**src/rtl/mem_port_arbiter.sv**
```systemverilog
// mem_port_arbiter: shares one single-port, variable-latency memory between the
// instruction-fetch (IF) and data-memory (DM) requesters. Only one transaction
// is in flight at a time. DM has fixed priority, but IF is forced through once
// DM has won STARVE_LIMIT contested arbitrations in a row. A transaction that
// never completes is closed with an error response after TIMEOUT cycles.
module mem_port_arbiter #(
  parameter int ADDR_W       = 16,
  parameter int DATA_W       = 64,
  parameter int STARVE_LIMIT = 4,
  parameter int TIMEOUT      = 255
) (
  input  logic              clk,
  input  logic              rst,
  input  logic              if_req,
  input  logic [ADDR_W-1:0] if_addr,
  output logic              if_ready,
  output logic              if_rvalid,
  output logic [DATA_W-1:0] if_rdata,
  output logic              if_err,
  input  logic              dm_req,
  input  logic [ADDR_W-1:0] dm_addr,
  input  logic [7:0]        dm_w_mask,
  input  logic [DATA_W-1:0] dm_wdata,
  output logic              dm_ready,
  output logic              dm_rvalid,
  output logic [DATA_W-1:0] dm_rdata,
  output logic              dm_err,
  output logic              mem_req,
  output logic [ADDR_W-1:0] mem_addr,
  output logic [7:0]        mem_w_mask,
  output logic [DATA_W-1:0] mem_wdata,
  input  logic              mem_gnt,
  input  logic              mem_rvalid,
  input  logic [DATA_W-1:0] mem_rdata,
  output logic              busy,
  output logic              owner
);

  localparam int SC_W = $clog2(STARVE_LIMIT + 1);
  localparam int TO_W = $clog2(TIMEOUT);
  localparam logic [SC_W-1:0] STARVE_MAX = SC_W'(STARVE_LIMIT);
  localparam logic [TO_W-1:0] TO_LAST    = TO_W'(TIMEOUT - 1);

  typedef enum logic [1:0] {
    ST_IDLE,
    ST_REQ,
    ST_RESP
  } state_t;

  state_t            state;
  logic              owner_q;
  logic [ADDR_W-1:0] addr_q;
  logic [7:0]        mask_q;
  logic [DATA_W-1:0] wdata_q;
  logic [SC_W-1:0]   starve_cnt;
  logic [TO_W-1:0]   to_cnt;

  logic if_force;
  logic if_win;
  logic dm_win;
  logic mem_done;
  logic to_expire;

  // Saturating increment of the starvation counter.
  function automatic logic [SC_W-1:0] starve_inc(input logic [SC_W-1:0] cnt);
    return (cnt == STARVE_MAX) ? cnt : cnt + SC_W'(1);
  endfunction

  // Winner selection; ready is held low while reset is asserted.
  assign if_force = (starve_cnt == STARVE_MAX);
  assign if_win   = rst && (state == ST_IDLE) && if_req && (!dm_req || if_force);
  assign dm_win   = rst && (state == ST_IDLE) && dm_req && !(if_req && if_force);
  assign if_ready = if_win;
  assign dm_ready = dm_win;

  // A response counts in RESP, or in REQ only together with the grant.
  assign mem_done  = mem_rvalid && ((state == ST_RESP) || ((state == ST_REQ) && mem_gnt));
  assign to_expire = (state != ST_IDLE) && !mem_done && (to_cnt == TO_LAST);

  assign mem_req    = (state == ST_REQ);
  assign mem_addr   = addr_q;
  assign mem_w_mask = mask_q;
  assign mem_wdata  = wdata_q;
  assign busy       = (state != ST_IDLE);
  assign owner      = owner_q;

  // Transaction FSM: accept in IDLE, request in REQ, wait in RESP, then pulse the owner.
  always_ff @(posedge clk or negedge rst) begin
    if (!rst) begin
      state      <= ST_IDLE;
      owner_q    <= 1'b0;
      addr_q     <= '0;
      mask_q     <= '0;
      wdata_q    <= '0;
      starve_cnt <= '0;
      to_cnt     <= '0;
      if_rvalid  <= 1'b0;
      if_rdata   <= '0;
      if_err     <= 1'b0;
      dm_rvalid  <= 1'b0;
      dm_rdata   <= '0;
      dm_err     <= 1'b0;
    end else begin
      if_rvalid <= 1'b0;
      if_err    <= 1'b0;
      dm_rvalid <= 1'b0;
      dm_err    <= 1'b0;
      case (state)
        ST_IDLE: begin
          if (if_win || dm_win) begin
            owner_q <= dm_win;
            addr_q  <= dm_win ? dm_addr : if_addr;
            mask_q  <= dm_win ? dm_w_mask : 8'h00;
            wdata_q <= dm_win ? dm_wdata : '0;
            to_cnt  <= '0;
            state   <= ST_REQ;
          end
          if (if_win) begin
            starve_cnt <= '0;
          end else if (dm_win && if_req) begin
            starve_cnt <= starve_inc(starve_cnt);
          end
        end
        ST_REQ, ST_RESP: begin
          if (mem_done || to_expire) begin
            state <= ST_IDLE;
            if (owner_q) begin
              dm_rvalid <= 1'b1;
              dm_err    <= to_expire;
              dm_rdata  <= mem_done ? mem_rdata : '0;
            end else begin
              if_rvalid <= 1'b1;
              if_err    <= to_expire;
              if_rdata  <= mem_done ? mem_rdata : '0;
            end
          end else begin
            to_cnt <= to_cnt + TO_W'(1);
            if ((state == ST_REQ) && mem_gnt) begin
              state <= ST_RESP;
            end
          end
        end
        default: state <= ST_IDLE;
      endcase
    end
  end

endmodule
```
**config.mk**
```make
export PLATFORM = sky130hd
export DESIGN_NAME = mem_port_arbiter
export DESIGN_NICKNAME = d
export VERILOG_FILES = /design/src/rtl/mem_port_arbiter.sv
export SDC_FILE = /design/constraint.sdc
export NUM_CORES = 1
export LEC_CHECK = 0
export CAP_MARGIN = 5
export CORE_AREA = 2 2 160 194
export CTS_CLUSTER_DIAMETER = 30
export DETAILED_ROUTE_END_ITERATION = 7
export DIE_AREA = 0 0 162 196
export PLACE_DENSITY = 0.72
export SETUP_SLACK_MARGIN = 0.02
export SLEW_MARGIN = 40
export SYNTH_ARGS = -nofsm -noshare
export SYNTH_HDL_FRONTEND = slang
export SYNTH_SLANG_ARGS = --single-unit
```
**constraint.sdc**
```tcl
create_clock -name clk -period 3.5 [get_ports clk]
set_input_delay 0.7 -clock clk [delete_from_list [all_inputs] [get_ports clk]]
set_output_delay 0.7 -clock clk [all_outputs]
set_load 0.02 [all_outputs]
```
==> load_flow_metrics.sql, run 1 <==
INSERT INTO impl_metrics (metric_group, metric, value, unit) VALUES
('logic_synthesis', 'netlist_area', '8840', 'um^2'),
('die', 'core-area', '30000', 'um^2'),
('power_and_ir_drop', 'power.leakage', '6.62', 'nW'),
('die', 'floorplan.die.height', '196', 'um'),
('logic_synthesis', 'syn_area_per_cell', '14.1', 'um^2'),
('die', 'die_span_x', '162', 'um'),
('logic_synthesis', 'synth_ff_type', 'dfrtp_1', ''),
('global_routing', 'globalRouteOverflowTotal', '0', ''),
('timing', 'timing.final.crit_share', '0.889', ''),
('cells_and_area', 'utilization', '0.501', ''),
('timing', 'final_period_minus_worst_setup_slack', '3.11', 'ns'),
('cells_and_area', 'final_common_cell', 'clkdlybuf4s50_1', ''),
('run', 'timing.max_cap.violations', '0', ''),
('power_and_ir_drop', 'peakVddDrop', '0.554', 'mV'),
('placed_design', 'place.port_buffers', '398', ''),
('logic_synthesis', 'synth_nets', '807', ''),
('global_routing', 'grt_pass1_vias', '7526', ''),
('placed_design', 'gp_routability_congestion', '0.794', ''),
('placed_design', 'detailed_place_hpwl', '19900', 'um'),
('cells_and_area', 'area.growth.synth_to_final', '69.6', '%'),
('route', 'antenna_violating_nets_post_route', '0', ''),
('cells_and_area', 'finish.net_count', '1217', ''),
('die', 'initial_core_util', '0.295', ''),
('die', 'floorplan.die_area', '31800', 'um^2'),
('route', 'postRouteWirelength', '29300', 'um'),
('route', 'dr_total_vias', '7382', ''),
('worst_setup_path', 'worst-endpoint-arrival', '2.41', 'ns'),
('logic_synthesis', 'async_reset_ff_frac', '1.00', ''),
('logic_synthesis', 'synth_warnings', '0', ''),
('timing', 'slew_margin_rel', '0.547', ''),
('route', 'drt_first_pass_iters', '6', ''),
('cells_and_area', 'n_antenna_cell', '0', ''),
('outcome', 'status', 'complete, no violations', ''),
('clock_tree', 'post-cts-setup-buffer-count', '0', ''),
('route', 'drt-initial-drc-count', '592', ''),
('die', 'rows', '70', ''),
('clock_tree', 'cts_sinks', '234', ''),
('worst_setup_path', 'rrSetupSlack', '0.85', 'ns'),
('logic_synthesis', 'yosysSeqAreaShare', '0.663', ''),
('global_routing', 'grt_pass1_wl', '44100', 'um'),
('route', 'drt-wirelength-per-cell', '20.0', 'um'),
('clock_tree', 'tritoncts', 'done', ''),
('clock_tree', 'worstSkewPairLatency', '0.53', 'ns'),
('clock_tree', 'ctsRootBufferMaster', 'clkbuf_16', ''),
('min_path', 'holdCritPathClass', 'primary input to asynchronous set/reset pin', ''),
('placed_design', 'dpl_worst_slack', '0.499', 'ns'),
('clock_tree', 'clk_pin_slew_worst_paths', '0.05', 'ns'),
('worst_setup_path', 'worst_ep_required_time', '2.80', 'ns'),
('timing', 'max_freq', '322', 'MHz'),
('timing', 'timing_worst_slew_pin_value', '0.679', 'ns'),
('clock_tree', 'cts-htree-levels', '2', ''),
('timing', 'setup_viol', '0', ''),
('die', 'top_level_ports', '399', ''),
('timing', 'finClkSkew', '0.0110', 'ns'),
('logic_synthesis', 'post_synth_num_cell_types', '43', ''),
('clock_tree', 'number_of_buffers_added_by_the_clock_tree_synthesis_step', '48', ''),
('clock_tree', 'clock_path_buffers', '3', ''),
('route', 'avgViaCountPerCell', '5.03', ''),
('global_routing', 'pin_count_of_the_biggest_net_entering_global_routing', '162', ''),
('logic_synthesis', 'number_of_enable_flip_flop_cells_after_synthesis', '0', ''),
('worst_setup_path', 'setup.worst_path.start_class', 'flip-flop', ''),
('worst_setup_path', 'critical_path_class', 'flip-flop to output port', ''),
('timing', 'final_hold_violating_endpoints', '0', ''),
('timing', 'rsz_0062_raised_after_global_routing', 'false', ''),
('global_routing', 'aggregate_global_route_resource_usage', '0.178', ''),
('worst_setup_path', 'worst-path-max-fanout', '14', ''),
('cells_and_area', 'post_route_cells_drive_above_1_share', '0.0997', ''),
('timing', 'setup_ws', '0.390', 'ns'),
('timing', 'final-max-slew-violation-count', '0', ''),
('route', 'remaining_drc_errors', '0', ''),
('global_routing', 'initial_antenna_violation_count', '0', ''),
('power_and_ir_drop', 'p_per_area', '1060', 'nW/um^2'),
('timing', 'totalNegativeSetupSlack', '0', 'ns'),
('logic_synthesis', 'ys_seq_elements', '234', ''),
('clock_tree', 'cts_resized', '0', ''),
('worst_setup_path', 'cp-end-kind', 'output port', ''),
('cells_and_area', 'layout_common_cells', 'clkdlybuf4s50_1, dfrtp_1, a22o_1, clkbuf_16, inv_1', ''),
('logic_synthesis', 'netlist_instances', '625', ''),
('clock_tree', 'cts_hold_repair.buffers', '0', '');
[flip-flops by register name (all words and copies together), names as in the netlist]
| register | flops |
|---|---|
| dm_err | 1 |
| dm_rdata | 64 |
| dm_rvalid | 1 |
| if_err | 1 |
| if_rdata | 64 |
| if_rvalid | 1 |
| mem_addr | 16 |
| mem_w_mask | 8 |
| mem_wdata | 64 |
| owner | 1 |
| starve_cnt | 3 |
| state | 2 |
| to_cnt | 8 |
[stage by stage]
step | cells | hold WS (ns) | total power, mW | cell area [um^2]
global placement | 1380 | 0.482 | 10.9 | 13200
detailed placement | 1380 | 0.482 | 11.1 | 13200
floorplan | 625 | 0.404 | 7.77 | 8840
global route | 1469 | 0.0258 | 16.6 | 15000
finish | 1469 | 0.0262 | 15.9 | 15000
CTS | 1468 | 0.00753 | 16.0 | 15000
[metal layers]
layer,global-route usage,part of all wire,up-vias
li1,-,-,3258
met1,0.220,0.40,3676
met2,0.289,0.48,399
met3,0.0592,0.092,49
met4,0.0692,0.029,0
met5,0,0,-
[power by group]
| part | internal, mW | switching [mW] | total [mW] |
|---|---|---|---|
| logic | 3.22 | 3.12 | 6.33 |
| registers | 3.90 | 0.785 | 4.69 |
| clock network | 3.35 | 1.51 | 4.86 |
[kinds of logic (layout without fill, tap and decap cells)]
logic type / after synthesis / count (layout) / share of synthesized area
AO/OA/AOI/OAI: 250 / 250 / 0.245
adder cells (fa/ha/maj): 8 / 8 / 0.0113
buffers and inverters: 75 / 523 / 0.0439
flip-flops: 234 / 234 / 0.663
multiplexers: 1 / 1 / 0.00127
AND/OR/NAND/NOR: 57 / 57 / 0.0360
[worst paths after layout]
kind / startpoint / endpoint / cells after the start
max: state[1]$_DFFE_PN0P_ / if_ready / 5
min: rst / dm_rdata[57]$_DFFE_PN0P_ / 1
max reg2reg: state[1]$_DFFE_PN0P_ / dm_rdata[53]$_DFFE_PN0P_ / 7
min reg2reg: mem_wdata[6]$_DFFE_PN0P_ / mem_wdata[6]$_DFFE_PN0P_ / 1
max in group asynchronous: rst / if_rdata[5]$_DFFE_PN0P_ / 4
min in group clk: mem_wdata[6]$_DFFE_PN0P_ / mem_wdata[6]$_DFFE_PN0P_ / 1
[layout make-up]
| cell class | instances | area, um^2 |
|---|---|---|
| multi-input combinational | 316 | 2640 |
| clock buffer | 57 | 1310 |
| tap | 396 | 495 |
| sequential | 234 | 5860 |
| inverter | 25 | 93.8 |
| clock inverter | 31 | 442 |
| fill | 2586 | 15000 |
| timing repair buffer | 410 | 4170 |
[critical path, stage by stage (launching register included)]
cell	delay [ns]
dfrtp_1	0.41
inv_1	0.10
ha_2	0.32
nand3_1	0.23
nor2_1	0.20
clkdlybuf4s50_1	0.63
[cells in the mapped netlist (6+ instances only)]
cell type	count	area share
ha_1	8	0.011
buf_6	10	0.013
nand3_1	6	0.0034
clkbuf_1	17	0.0072
dfrtp_1	234	0.66
nand2_1	15	0.0064
a222oi_1	16	0.018
buf_2	22	0.012
nor2_1	9	0.0038
o21ai_0	6	0.0034
inv_1	25	0.011
a22o_1	200	0.20
Note: power is estimated with default switching activity, not from simulation.
==> run 2, diff against run 1 <==
- MAX_ROUTING_LAYER: unset -> met4
==> run 2 against run 1 <==
Cell area stayed put. Setup slack worse by 0.00062 ns. Utilization stayed put. Via count hardly changed. Clock skew is 0.0014 ns lower. Sequential cell count stayed put. Critical endpoint unchanged.
==> load_flow_metrics.sql, run 2 (synthesis gave the netlist of run 1 again) <==
INSERT INTO impl_metrics (metric_group, metric, value, unit) VALUES
('clock_tree', 'number_of_buffers_added_by_the_clock_tree_synthesis_step', '48', ''),
('timing', 'setup_viol', '0', ''),
('worst_setup_path', 'slowest_stage', 'clkdlybuf4s50_1', ''),
('clock_tree', 'cts_sinks', '234', ''),
('global_routing', 'aggregate_global_route_resource_usage', '0.184', ''),
('timing', 'totalNegativeSetupSlack', '0', 'ns'),
('power_and_ir_drop', 'p_per_area', '1060', 'nW/um^2'),
('die', 'floorplan.die.height', '196', 'um'),
('route', 'remaining_drc_errors', '0', ''),
('placed_design', 'gp_routability_congestion', '0.805', ''),
('min_path', 'holdCritPathClass', 'primary input to asynchronous set/reset pin', ''),
('timing', 'slew_margin_rel', '0.555', ''),
('route', 'dr_total_vias', '7376', ''),
('power_and_ir_drop', 'total_power', '15.9', 'mW'),
('clock_tree', 'cts_hold_repair.buffers', '0', ''),
('timing', 'finClkSkew', '0.00958', 'ns'),
('cells_and_area', 'layout_common_cells', 'clkdlybuf4s50_1, dfrtp_1, a22o_1, clkbuf_16, inv_1', ''),
('cells_and_area', 'final_area', '15000', 'um^2'),
('cells_and_area', 'final_common_cell', 'clkdlybuf4s50_1', ''),
('route', 'antenna_violating_nets_post_route', '0', ''),
('timing', 'final_period_minus_worst_setup_slack', '3.11', 'ns'),
('route', 'postRouteWirelength', '29300', 'um'),
('worst_setup_path', 'rrSetupSlack', '0.86', 'ns'),
('timing', 'max_freq', '321', 'MHz'),
('placed_design', 'place_area', '13200', 'um^2'),
('worst_setup_path', 'worst_ep_required_time', '2.80', 'ns'),
('clock_tree', 'cts_resized', '0', ''),
('clock_tree', 'worstSkewPairLatency', '0.53', 'ns'),
('worst_setup_path', 'timing.critical_path.max_delay_family', 'buffers and inverters', ''),
('route', 'avgViaCountPerCell', '5.02', ''),
('timing', 'rsz_0062_raised_after_global_routing', 'false', ''),
('worst_setup_path', 'worst-path-max-fanout', '14', ''),
('worst_setup_path', 'critical_path_max_stage_delay', '0.63', 'ns'),
('power_and_ir_drop', 'peakVddDrop', '0.552', 'mV'),
('route', 'drt-wirelength-per-cell', '19.9', 'um'),
('global_routing', 'grt_pass1_wl', '44000', 'um'),
('cells_and_area', 'post_route_cells_drive_above_1_share', '0.0997', ''),
('placed_design', 'detailed_place_hpwl', '19900', 'um'),
('clock_tree', 'clk_pin_slew_worst_paths', '0.05', 'ns'),
('cells_and_area', 'utilization', '0.501', ''),
('outcome', 'status', 'complete, no violations', ''),
('die', 'die_span_x', '162', 'um'),
('die', 'initial_core_util', '0.295', ''),
('worst_setup_path', 'buffers_and_inverters_on_the_worst_path', '2', ''),
('route', 'drt_first_pass_iters', '7', ''),
('timing', 'final-max-slew-violation-count', '0', ''),
('clock_tree', 'ctsRootBufferMaster', 'clkbuf_16', ''),
('global_routing', 'pin_count_of_the_biggest_net_entering_global_routing', '162', ''),
('clock_tree', 'post-cts-setup-buffer-count', '0', ''),
('run', 'timing.max_cap.violations', '0', ''),
('timing', 'final_hold_violating_endpoints', '0', ''),
('worst_setup_path', 'cp-end-kind', 'output port', ''),
('die', 'rows', '70', ''),
('worst_setup_path', 'critical_path.cell_chain', 'inv_1, ha_2, nand3_1, nor2_1, clkdlybuf4s50_1', ''),
('timing', 'timing_worst_slew_pin_value', '0.668', 'ns'),
('global_routing', 'grt_pass1_vias', '7543', ''),
('worst_setup_path', 'critical_path_class', 'flip-flop to output port', ''),
('cells_and_area', 'n_antenna_cell', '0', ''),
('worst_setup_path', 'worst-endpoint-arrival', '2.41', 'ns'),
('global_routing', 'globalRouteOverflowTotal', '0', ''),
('cells_and_area', 'finish.net_count', '1217', ''),
('timing', 'timing.final.crit_share', '0.889', ''),
('clock_tree', 'clock_path_buffers', '3', ''),
('worst_setup_path', 'setup.worst_path.start_class', 'flip-flop', ''),
('cells_and_area', 'area.growth.synth_to_final', '69.6', '%'),
('placed_design', 'place.port_buffers', '398', ''),
('die', 'core-area', '30000', 'um^2'),
('clock_tree', 'cts-htree-levels', '2', ''),
('die', 'top_level_ports', '399', ''),
('clock_tree', 'tritoncts', 'done', ''),
('die', 'floorplan.die_area', '31800', 'um^2'),
('global_routing', 'initial_antenna_violation_count', '0', ''),
('power_and_ir_drop', 'power.leakage', '6.62', 'nW'),
('route', 'drt-initial-drc-count', '614', '');
[run 2: cell counts in the layout (fill, tap and decap cells not counted)]
Identical to the previous run, type by type.
[run 2: worst paths after layout]
path                       cells past startpoint                   endpoint                     start
min in group clk                               1   mem_wdata[6]$_DFFE_PN0P_  mem_wdata[6]$_DFFE_PN0P_
min reg2reg                                    1   mem_wdata[6]$_DFFE_PN0P_  mem_wdata[6]$_DFFE_PN0P_
min                                            1   dm_rdata[57]$_DFFE_PN0P_                       rst
max reg2reg                                    7   dm_rdata[53]$_DFFE_PN0P_      state[1]$_DFFE_PN0P_
max in group asynchronous                      4  mem_wdata[19]$_DFFE_PN0P_                       rst
max                                            5                   if_ready      state[1]$_DFFE_PN0P_
[run 2: cell type report]
class | count | area (um^2)
inverter | 25 | 93.8
tap | 396 | 495
clock inverter | 31 | 442
timing repair buffer | 410 | 4170
sequential | 234 | 5860
fill | 2586 | 15000
multi-input combinational | 316 | 2640
clock buffer | 57 | 1310
[run 2: routing by layer]
metal | vias up | GRT usage | wire [um]
met5 | - | - | 0
met3 | 47 | 0.0531 | 2630
li1 | 3257 | - | -
met1 | 3659 | 0.225 | 11800
met4 | 0 | 0.0692 | 779
met2 | 413 | 0.288 | 14100
[run 2: power breakdown]
part           internal, mW  total, mW  switching, mW  leakage, nW
Sequential             3.90       4.69          0.783         2.99
Combinational          3.22       6.34           3.12         2.77
Clock                  3.35       4.86           1.51        0.856
[run 2: metrics by stage]
stage                     setup WS (ns)  hold WS (ns)  cells
after detailed placement          0.499         0.482   1380
after global placement            0.477         0.482   1380
after CTS                         0.165       0.00753   1468
after floorplan                    1.21         0.404    625
final                             0.389        0.0285   1469
after global routing              0.208        0.0258   1469
==> run 3, diff against run 2 <==
- CORE_AREA: 2 2 160 194 -> 2 2 149 180
- DIE_AREA: 0 0 162 196 -> 0 0 151 182
- PLACE_DENSITY: 0.72 -> 0.8
==> run 3 against run 2 <==
Register-to-register slack improved by 0.21 ns. Largest power group unchanged. Setup slack got worse by 0.18 ns. Critical path type is now primary input to output port. Cell area decreased by 3.1%.
==> load_flow_metrics.sql, run 3 (synthesis gave the netlist of run 1 again) <==
INSERT INTO impl_metrics (metric_group, metric, value, unit) VALUES
('die', 'core-area', '25900', 'um^2'),
('route', 'remaining_drc_errors', '0', ''),
('cells_and_area', 'area.growth.synth_to_final', '64.4', '%'),
('global_routing', 'grt_pass1_vias', '7693', ''),
('global_routing', 'aggregate_global_route_resource_usage', '0.207', ''),
('die', 'rows', '65', ''),
('clock_tree', 'tritoncts', 'done', ''),
('global_routing', 'initial_antenna_violation_count', '3', ''),
('worst_setup_path', 'critical_path_class', 'primary input to output port', ''),
('cells_and_area', 'final.fill_count', '2070', ''),
('power_and_ir_drop', 'p_per_area', '1030', 'nW/um^2'),
('die', 'floorplan.die_area', '27500', 'um^2'),
('route', 'dr_total_vias', '7354', ''),
('cells_and_area', 'layout_common_cells', 'clkdlybuf4s50_1, dfrtp_1, a22o_1, clkbuf_16, inv_1', ''),
('timing', 'final_hold_violating_endpoints', '0', ''),
('route', 'met1_wire_length', '10300', 'um'),
('worst_setup_path', 'worst-path-max-fanout', '17', ''),
('worst_setup_path', 'worst_ep_required_time', '2.80', 'ns'),
('route', 'drt-wirelength-per-cell', '20.4', 'um'),
('timing', 'timing.final.crit_share', '0.939', ''),
('global_routing', 'globalRouteOverflowTotal', '0', ''),
('timing', 'rsz_0062_raised_after_global_routing', 'false', ''),
('global_routing', 'pin_count_of_the_biggest_net_entering_global_routing', '90', ''),
('outcome', 'status', 'complete, no violations', ''),
('cells_and_area', 'post_route_cells_drive_above_1_share', '0.0825', ''),
('power_and_ir_drop', 'power.leakage', '6.43', 'nW'),
('clock_tree', 'cts_sinks', '234', ''),
('timing', 'final_period_minus_worst_setup_slack', '3.29', 'ns'),
('clock_tree', 'cts-htree-levels', '2', ''),
('clock_tree', 'cts_resized', '0', ''),
('die', 'initial_core_util', '0.342', ''),
('cells_and_area', 'finish.net_count', '1208', ''),
('timing', 'finClkSkew', '0.0204', 'ns'),
('placed_design', 'gp_routability_congestion', '0.813', ''),
('route', 'antenna_violating_nets_post_route', '0', ''),
('worst_setup_path', 'worst-endpoint-arrival', '2.59', 'ns'),
('clock_tree', 'worstSkewPairLatency', '0.50', 'ns'),
('timing', 'timing_worst_slew_pin_value', '0.697', 'ns'),
('run', 'timing.max_cap.violations', '0', ''),
('worst_setup_path', 'cp-end-kind', 'output port', ''),
('timing', 'final-max-slew-violation-count', '0', ''),
('timing', 'totalNegativeSetupSlack', '0', 'ns'),
('clock_tree', 'clock_path_buffers', '3', ''),
('timing', 'setup_viol', '0', ''),
('die', 'top_level_ports', '399', ''),
('cells_and_area', 'final_common_cell', 'clkdlybuf4s50_1', ''),
('route', 'avgViaCountPerCell', '5.29', ''),
('die', 'die_span_x', '151', 'um'),
('route', 'wl_met2', '14400', 'um'),
('placed_design', 'place.port_buffers', '398', ''),
('clock_tree', 'ctsRootBufferMaster', 'clkbuf_16', ''),
('route', 'drt-initial-drc-count', '415', ''),
('clock_tree', 'post-cts-setup-buffer-count', '0', ''),
('cells_and_area', 'utilization', '0.562', ''),
('clock_tree', 'clk_pin_slew_worst_paths', '0.06', 'ns'),
('power_and_ir_drop', 'total_power', '14.9', 'mW'),
('clock_tree', 'number_of_buffers_added_by_the_clock_tree_synthesis_step', '37', ''),
('power_and_ir_drop', 'peakVddDrop', '0.607', 'mV'),
('route', 'drt_first_pass_iters', '5', ''),
('global_routing', 'grt_pass1_wl', '43100', 'um'),
('route', 'met3_wirelength', '2620', 'um'),
('die', 'floorplan.die.height', '182', 'um'),
('min_path', 'holdCritPathClass', 'flip-flop to flip-flop', ''),
('placed_design', 'detailed_place_hpwl', '19800', 'um'),
('route', 'postRouteWirelength', '28400', 'um'),
('route', 'top_layer', 'met4', ''),
('worst_setup_path', 'setup.worst_path.start_class', 'primary input', ''),
('timing', 'slew_margin_rel', '0.535', ''),
('timing', 'max_freq', '304', 'MHz');
[run 3: power breakdown]
| group | internal [mW] | switching (mW) | total [mW] |
|---|---|---|---|
| Combinational | 3.22 | 3.13 | 6.36 |
| Clock | 2.56 | 1.35 | 3.92 |
| Sequential | 3.90 | 0.775 | 4.67 |
| Total | 9.68 | 5.26 | 14.9 |
[run 3: final timing paths]
path                                           start                         to  slack [ns]  depth (start not counted)
min                        mem_wdata[23]$_DFFE_PN0P_  mem_wdata[23]$_DFFE_PN0P_        0.50                          1
max                                              rst                   if_ready        0.21                          5
min reg2reg                mem_wdata[23]$_DFFE_PN0P_  mem_wdata[23]$_DFFE_PN0P_        0.50                          1
max in group asynchronous                        rst   dm_rdata[12]$_DFFE_PN0P_        1.42                          4
min in group asynchronous                        rst  starve_cnt[0]$_DFFE_PN0P_        0.60                          2
max reg2reg                     state[0]$_DFFE_PN0P_   dm_rdata[18]$_DFFE_PN0P_        1.07                          8
[run 3: timing repair]
| action | CTS | global route |
|---|---|---|
| hold buffers | 1 | 0 |
| hold endpoints to repair | 7 | 0 |
| setup endpoints to repair | 0 | 0 |
[run 3: critical path, cell delays in order]
cell,delay (ns)
dlygate4sd3_1,0.56
buf_8,0.18
nand3_1,0.21
nor2_1,0.26
clkdlybuf4s50_1,0.67
[run 3: through the flow]
stage / setup WS [ns] / cells / cell area (um^2) / hold WS (ns)
2_1_floorplan: 1.21 / 625 / 8840 / 0.404
3_3_place_gp: 0.379 / 1321 / 13200 / 0.482
3_5_place_dp: 0.378 / 1321 / 13200 / 0.480
4_1_cts: 0.177 / 1390 / 14500 / 0.501
5_1_grt: 0.114 / 1391 / 14500 / 0.507
6_report: 0.213 / 1391 / 14500 / 0.498
[run 3: layout make-up]
type	instances	area, um^2	share of cell area
Sequential cell	234	5860	0.403
Timing Repair Buffer	412	4170	0.287
Multi-Input combinational cell	316	2630	0.181
Clock buffer	44	1010	0.0699
Tap cell	335	419	0.0289
Clock inverter	24	338	0.0233
Inverter	25	93.8	0.00646
Antenna cell	1	2.50	0.000172
[run 3: per-layer routing]
| layer | vias up | GRT usage |
|---|---|---|
| li1 | 3238 | - |
| met1 | 3643 | 0.229 |
| met2 | 405 | 0.348 |
| met3 | 68 | 0.0565 |
| met4 | 0 | 0.0912 |
| met5 | - | - |
